===== config.mk =====
export PLATFORM = sky130hd
export DESIGN_NAME = ibex_acc_wb_arbiter
export DESIGN_NICKNAME = d
export VERILOG_FILES = /design/src/rtl/ibex_acc_pkg.sv /design/src/rtl/ibex_acc_rr_arb.sv /design/src/rtl/ibex_acc_wb_arbiter.sv
export SDC_FILE = /design/constraint.sdc
export NUM_CORES = 1
export LEC_CHECK = 0
export ABC_CLOCK_PERIOD_IN_PS = 1800
export BUFFER_PORTS_ARGS = -buffer_cell sky130_fd_sc_hd__buf_2
export CAP_MARGIN = 25
export CORE_MARGIN = 1
export CORE_UTILIZATION = 41
export CTS_BUF_LIST = sky130_fd_sc_hd__clkbuf_4 sky130_fd_sc_hd__clkbuf_8
export DETAILED_ROUTE_END_ITERATION = 8
export PLACE_DENSITY = 0.92
export SLEW_MARGIN = 20
export SYNTH_ARGS = -nofsm -noshare
export SYNTH_HDL_FRONTEND = slang
export SYNTH_SLANG_ARGS = --single-unit
export TNS_END_PERCENT = 100

===== constraint.sdc =====
create_clock -name clk_i -period 1.8 [get_ports clk_i]
set_clock_uncertainty 0.05 [all_clocks]
set_input_delay 0.27 -clock clk_i [delete_from_list [all_inputs] [get_ports clk_i]]
set_output_delay 0.27 -clock clk_i [all_outputs]
set_load 0.03 [all_outputs]

===== src/rtl/ibex_acc_pkg.sv =====
// Shared types and default widths for the accelerator writeback arbiter.
// Dual-writeback splitting is compiled in with IBEX_ACC_DUALWB_EN.
package ibex_acc_pkg;

    localparam int unsigned AccNumReq       = 2;
    localparam int unsigned AccDataWidth    = 32;
    localparam int unsigned AccRegAddrWidth = 5;
    localparam int unsigned AccSrcWidth     = $clog2(AccNumReq);

    typedef enum logic [1:0] {
        IDLE,
        LO,
        HI
    } acc_wb_state_e;

    typedef struct packed {
        logic [AccRegAddrWidth-1:0] rd;
        logic [AccDataWidth-1:0]    data;
        logic [AccSrcWidth-1:0]     src;
        logic                       last;
    } acc_wb_beat_t;

endpackage


===== src/rtl/ibex_acc_rr_arb.sv =====
// Combinational round-robin picker: first requester strictly after ptr
// (modulo NumReq) wins. The pointer register lives in the caller.
module ibex_acc_rr_arb
    import ibex_acc_pkg::*;
#(
    parameter int unsigned NumReq = AccNumReq
) (
    input  logic [NumReq-1:0]         req,
    input  logic [$clog2(NumReq)-1:0] ptr,
    output logic [NumReq-1:0]         gnt,
    output logic [$clog2(NumReq)-1:0] gnt_idx,
    output logic                      gnt_any
);

    localparam int unsigned IdxW = $clog2(NumReq);

    // Scan candidates ptr+1 .. ptr+NumReq, keeping the first valid one
    always_comb begin
        logic [IdxW-1:0] cand;
        gnt     = '0;
        gnt_idx = '0;
        gnt_any = 1'b0;
        cand    = '0;
        for (int unsigned i = 1; i <= NumReq; i++) begin
            cand = IdxW'((32'(ptr) + i) % NumReq);
            if (!gnt_any && req[cand]) begin
                gnt_any   = 1'b1;
                gnt[cand] = 1'b1;
                gnt_idx   = cand;
            end
        end
    end

endmodule


===== src/rtl/ibex_acc_wb_arbiter.sv =====
// Shares the core accelerator writeback channel between NumReq response
// ports with round-robin arbitration and a registered writeback beat.
// Define IBEX_ACC_DUALWB_EN to split dual-writeback responses into two
// beats (rd, then rd+1); otherwise every response is a single final beat.
module ibex_acc_wb_arbiter
    import ibex_acc_pkg::*;
#(
    parameter int unsigned NumReq       = AccNumReq,
    parameter int unsigned DataWidth    = AccDataWidth,
    parameter int unsigned RegAddrWidth = AccRegAddrWidth
) (
    input  logic                           clk_i,
    input  logic                           rst_i,
    input  logic [NumReq-1:0]              rsp_valid_i,
    output logic [NumReq-1:0]              rsp_ready_o,
    input  logic [NumReq*RegAddrWidth-1:0] rsp_rd_i,
    input  logic [NumReq*2*DataWidth-1:0]  rsp_data_i,
    input  logic [NumReq-1:0]              rsp_dualwb_i,
    output logic                           wb_valid_o,
    input  logic                           wb_ready_i,
    output logic [RegAddrWidth-1:0]        wb_rd_o,
    output logic [DataWidth-1:0]           wb_data_o,
    output logic [$clog2(NumReq)-1:0]      wb_src_o,
    output logic                           wb_last_o
);

    localparam int unsigned IdxW = $clog2(NumReq);

    acc_wb_state_e         state_q, state_d;
    logic [IdxW-1:0]       ptr_q;
    logic [IdxW-1:0]       src_q;
    logic [RegAddrWidth-1:0] rd_q;
    logic [DataWidth-1:0]  lo_q;

    logic [NumReq-1:0]     gnt;
    logic [IdxW-1:0]       gnt_idx;
    logic                  gnt_any;
    logic                  last_hs;
    logic                  load;
    logic                  capture;

`ifdef IBEX_ACC_DUALWB_EN
    logic [DataWidth-1:0]  hi_q;
    logic                  dual_q;

    // Final-beat handshake derived from state, not from wb_last_o, to keep
    // the capture path free of a loop through the output process.
    assign last_hs = wb_ready_i &
                     (((state_q == LO) && !dual_q) || (state_q == HI));
`else
    logic                  unused_in;

    assign unused_in = ^{rsp_dualwb_i, rsp_data_i};
    assign last_hs   = wb_ready_i && (state_q == LO);
`endif

    ibex_acc_rr_arb #(
        .NumReq (NumReq)
    ) u_rr_arb (
        .req     (rsp_valid_i),
        .ptr     (ptr_q),
        .gnt     (gnt),
        .gnt_idx (gnt_idx),
        .gnt_any (gnt_any)
    );

    assign load    = (state_q == IDLE) || last_hs;
    assign capture = load && gnt_any && !rst_i;

    // Pop strobe to the granted requester in the capture cycle only
    assign rsp_ready_o = capture ? gnt : '0;
    assign wb_src_o    = src_q;

    // Beat outputs per state and next-state selection
    always_comb begin
        state_d    = state_q;
        wb_valid_o = 1'b0;
        wb_rd_o    = rd_q;
        wb_data_o  = lo_q;
        wb_last_o  = 1'b0;

        case (state_q)
            LO: begin
                wb_valid_o = 1'b1;
`ifdef IBEX_ACC_DUALWB_EN
                wb_last_o  = !dual_q;
                if (wb_ready_i && dual_q) begin
                    state_d = HI;
                end
`else
                wb_last_o  = 1'b1;
`endif
            end
`ifdef IBEX_ACC_DUALWB_EN
            HI: begin
                wb_valid_o = 1'b1;
                wb_rd_o    = rd_q + RegAddrWidth'(1);
                wb_data_o  = hi_q;
                wb_last_o  = 1'b1;
            end
`endif
            default: ;
        endcase

        if (load) begin
            state_d = gnt_any ? LO : IDLE;
        end
    end

    // State, pointer and captured response registers
    always_ff @(posedge clk_i) begin
        if (rst_i) begin
            state_q <= IDLE;
            ptr_q   <= IdxW'(NumReq - 1);
            src_q   <= '0;
            rd_q    <= '0;
            lo_q    <= '0;
`ifdef IBEX_ACC_DUALWB_EN
            hi_q    <= '0;
            dual_q  <= 1'b0;
`endif
        end else begin
            state_q <= state_d;
            if (capture) begin
                ptr_q  <= gnt_idx;
                src_q  <= gnt_idx;
                rd_q   <= rsp_rd_i[gnt_idx*RegAddrWidth +: RegAddrWidth];
                lo_q   <= rsp_data_i[gnt_idx*2*DataWidth +: DataWidth];
`ifdef IBEX_ACC_DUALWB_EN
                hi_q   <= rsp_data_i[gnt_idx*2*DataWidth+DataWidth +: DataWidth];
                dual_q <= rsp_dualwb_i[gnt_idx];
`endif
            end
        end
    end

endmodule


# --- Yosys cells after proc, flatten, opt, wreduce, memory -nomap -nowiden ---
# Index checks and enable logic that the tools add are counted.
op_classes:
  n_reduce_logical: 10
  eq_ne: 1
  magnitude_cmp: 4
  n_shift: 2
  n_mul: 1
  addsub: 2
  n_bitwise: 1
  n_mux: 17
op_table:
  columns: ["cell", "n"]
  rows:
  - ["128-bit by 8-bit variable part select with 32-bit output", 1]
  - ["1-bit two-way mux", 12]
  - ["10-bit by 5-bit variable part select with 5-bit output", 1]
  - ["1-bit logical AND", 6]
  - ["2-bit two-way mux", 3]
  - ["1-bit by 2-bit < comparator with 1-bit output, second input constant", 2]
  - ["1-bit by 3-bit multiplier with 4-bit output, second input constant", 1]
  - ["1-bit adder, second input constant", 2]
  - ["1-bit demux with 1-bit select", 2]
  - ["2-bit by 1-bit == test with 1-bit output, second input constant", 1]
  - ["1-bit >= comparator, second input constant", 2]
  - ["1-bit logical NOT", 2]
  - ["2-bit logical NOT", 1]
  - ["2-bit bitwise OR", 1]
  - ["1-bit logical OR", 1]
totals:
  output_inout_bits: 42
  in_bits: 145
  ff_bits: 41
  word_cells: 43

# --- Logic depth before layout (Yosys ltp) ---
logic_depth:
  depth_word: 10
  depth_mapped: 5
  depth_no_buf: 3

# --- Hierarchy ---
# A second synthesis with hierarchy kept.
unflattened:
  cells_unflattened: 146
  area_unflattened_um2: 1716.6
by_module_without_submodules:
  columns: ["module", "cells_per_inst", "seq_area_each_um2", "area_per_inst_um2", "n_inst"]
  rows:
  - ["ibex_acc_wb_arbiter", 141, 800.8, 1684.1, 1]
  - ["ibex_acc_rr_arb", 5, 0.0, 32.5, 1]

# --- Least setup slack after synthesis ---
# Ideal clock, no wire load.
synth_path:
  path_type: "input to output"
  startpoint: "in rst_i"
  endpoint: "out rsp_ready_o[0]"
  cell_stages: 3
  t_arrival_ps: 1696
  path_buffers: 2
  slack_ps: -216
  t_required_ps: 1480
  path_cell_list: "clkbuf_1 -> clkbuf_1 -> nor4b_1"
synth_between:
  elab_chain_len: 3
synth_rtl:
  columns: ["item", "line_no", "rtl"]
  rows:
  - ["from (decl)", "ibex_acc_wb_arbiter.sv:13", "input logic rst_i,"]
  - ["1-bit logical NOT", "ibex_acc_wb_arbiter.sv:68", "assign capture = load && gnt_any && !rst_i;"]
  - ["1-bit logical AND", "ibex_acc_wb_arbiter.sv:68", null]
  - ["2-bit two-way mux", "ibex_acc_wb_arbiter.sv:71", "assign rsp_ready_o = capture ? gnt : '0;"]
  - ["to (decl)", "ibex_acc_wb_arbiter.sv:15", "output logic [NumReq-1:0] rsp_ready_o,"]
# No other way between the ends.

# --- Worst setup path after layout ---
layout_path:
  startpoint: "reg state_q[0]"
  endpoint: "out rsp_ready_o[0]"
layout_between:
  elab_chain_len: 6
  word_cells_on_any_way: 7
  classes_between: "eq/ne (1); mux (1); reduce/logical (5)"
layout_rtl:
  columns: ["item", "line_no", "rtl"]
  rows:
  - ["from (decl)", "ibex_acc_wb_arbiter.sv:29", "acc_wb_state_e state_q, state_d;"]
  - ["from (signal assigned)", "ibex_acc_wb_arbiter.sv:123", "state_q <= state_d;"]
  - ["2-bit by 1-bit == test with 1-bit output", "ibex_acc_wb_arbiter.sv:54", "assign last_hs = wb_ready_i && (state_q == LO);"]
  - ["1-bit logical AND", "ibex_acc_wb_arbiter.sv:54", null]
  - ["1-bit logical OR *", "ibex_acc_wb_arbiter.sv:67", "assign load = (state_q == IDLE) || last_hs;"]
  - ["1-bit logical AND * (2 in series)", "ibex_acc_wb_arbiter.sv:68", null]
  - ["2-bit two-way mux *", "ibex_acc_wb_arbiter.sv:71", null]
# Every way passes the cells marked *; elsewhere a longest branch is shown, timed or not.

==> flow_summary.json <==
{
  "setup-tns-final_ns": 0,
  "slew_viol_final": 0,
  "wl_um": 4470,
  "period_needed_ns": 1.58,
  "dp.cells": 357,
  "synthesis.area_um2": 2030,
  "cts_setup_buffers": 0,
  "cap_violations": 0,
  "layout-drive-gt1-share_pct": 46.5,
  "vias": 1676,
  "cp_max_fo": 4,
  "diodes": 0,
  "whs_ns": 0.217,
  "grt_use_total_pct": 17.1,
  "multi_input_comb_area_um2": 1090,
  "yosysWarnings": 0,
  "dieArea_um2": 5240,
  "startpoint_type": "flop",
  "die_width_um": 72.4,
  "ant_nets": 0,
  "clk_latency_ns": 0.28,
  "viasPerCell": 4.60,
  "final_common_cell": "buf_2",
  "power_leakage_nw": 1.35,
  "grt_pass1_vias": 1594,
  "dp_slack_ns": 0.286,
  "power.density_nw_per_um2": 835,
  "die_h_um": 72.4,
  "cts_hold_buf": 0,
  "route.detailed.drc": 0,
  "cts-root-buf": "clkbuf_8",
  "synthCells": 179,
  "fmax_ghz": 0.635,
  "antenna_found_initial": 0,
  "num_rows": 25,
  "wl_per_cell_um": 12.3,
  "htree_levels": 2,
  "regArea_um2": 801,
  "overflow": 0,
  "layout_common_cells": "buf_2 (120), mux2i_1 (74), dfxtp_1 (40)",
  "cts_sinks": 40,
  "synthesis.nets": 324,
  "status": "completed",
  "synth_cell_types": 19,
  "drt-pass1-iter-count": 4,
  "hold_path.class": "in2reg",
  "yosys_register_bits": 40,
  "avgSynthCellArea_um2": 11.4,
  "cts_made_buffers": 5,
  "arrival_ns": 1.26,
  "tightest_slew_ns": 0.358,
  "cts_tree": "built",
  "place.gp.congestion": 0.712,
  "clock_path_buffers": 2,
  "initial_core_util_pct": 42.8,
  "final_cells": 364,
  "drt_iter0_markers": 27,
  "io-pin-count": 187,
  "slew_headroom_pct": 76.1,
  "crit_type": "reg2out",
  "finalCritPeriodShare_pct": 87.5,
  "grt_max_degree": 26,
  "hpwl_um": 3400,
  "rsz0062_at_grt": "false",
  "setup_ws_ns": 0.224,
  "num-fill-cells": 431,
  "clk_pin_slew_worst_paths_ns": 0.07,
  "place.port_buffers": 120,
  "setup.worst_path.end_class": "output port",
  "area_delta_synth_final_pct": 34.0,
  "cp.required_ns": 1.48,
  "grt_pass1_wl_um": 6880,
  "hold_viol": 0,
  "setup_viol": 0,
  "ys_seq_area_share_pct": 39.4,
  "nets": 442,
  "ir_worst_vdd_v": 0.000434,
  "post_cts_resized": 0,
  "core_um2": 4750
}
==> synthesized netlist by cell type <==
| master | n | area (um^2) |
|---|---|---|
| a21boi_4 | 1 | 18.8 |
| mux2i_1 | 74 | 741 |
| nand2_1 | 1 | 3.75 |
| nor3_2 | 1 | 10.0 |
| a311o_1 | 1 | 10.0 |
| buf_4 | 1 | 7.51 |
| dfxtp_1 | 40 | 801 |
| buf_6 | 2 | 22.5 |
| nor2b_2 | 1 | 8.76 |
| nor3b_1 | 1 | 7.51 |
| clkbuf_1 | 5 | 18.8 |
| inv_1 | 1 | 3.75 |
| a21oi_1 | 3 | 15.0 |
| nand2b_1 | 38 | 238 |
| buf_8 | 3 | 45.0 |
| nor4b_1 | 1 | 8.76 |
| o31ai_1 | 1 | 7.51 |
| buf_12 | 3 | 60.1 |
| nor2_2 | 1 | 6.26 |
==> flip-flops by register name, summed over array words and instances (netlist names) <==
register / flops
wb_data_o: 32
wb_src_o: 1
state_q: 1
wb_rd_o: 5
ptr_q: 1
==> routing by layer <==
metal	track usage, %	wire [um]	vias up	part of all wire (%)
met2	32.0	2130	85	48
met3	5.69	376	4	8.4
li1	-	-	847	-
met5	0	0	-	0
met1	17.7	1930	740	43
met4	5.88	31	0	0.69
==> cell families (layout without fill, tap and decap cells) <==
family          count (synthesis)  in the layout  synth area share [%]
compound gates                  6              6                  2.52
mux                            74             74                  36.4
buf+inv                        15            133                  7.75
flops                          40             40                  39.4
simple gates                   44             44                  13.9
==> worst paths after layout <==
check | from | end | slack, ns | cells after the start
max | state_q[0]$_SDFFE_PP0P_ | rsp_ready_o[0] | 0.22 | 3
min | rsp_data_i[4] | wb_data_o[4]$_SDFFE_PP0P_ | 0.22 | 3
max reg2reg | state_q[0]$_SDFFE_PP0P_ | wb_data_o[12]$_SDFFE_PP0P_ | 0.33 | 4
min reg2reg | wb_rd_o[0]$_SDFFE_PP0P_ | wb_rd_o[0]$_SDFFE_PP0P_ | 0.42 | 2
==> through the flow <==
stage | cell area (um^2) | power [mW] | util, %
floorplan | 2040 | 1.53 | -
detailed placement | 2640 | 1.74 | 55.6
global placement | 2640 | 1.71 | 55.6
finish | 2730 | 2.27 | 57.3
global route | 2730 | 2.40 | 57.3
CTS | 2730 | 2.31 | 57.3
==> where the power goes <==
group	total, mW	switching [mW]	internal (mW)
combinational	0.677	0.399	0.278
sequential	1.03	0.0489	0.984
clock	0.565	0.286	0.279
total	2.27	0.734	1.54
==> critical path, cell delays in order (launching register included) <==
cell and delay (ns):
dfxtp_1 0.37, nor2b_2 0.33, nor4b_2 0.08, buf_2 0.19
==> area by class of cell <==
type                       count  area share (%)
multi-input combinational    124            40.1
sequential                    40            29.4
timing repair buffer         125            24.3
tap                           67            3.08
clock buffer                   6            2.80
clock inverter                 1           0.184
inverter                       1           0.138
No activity file was read; power rests on OpenSTA's default activity.
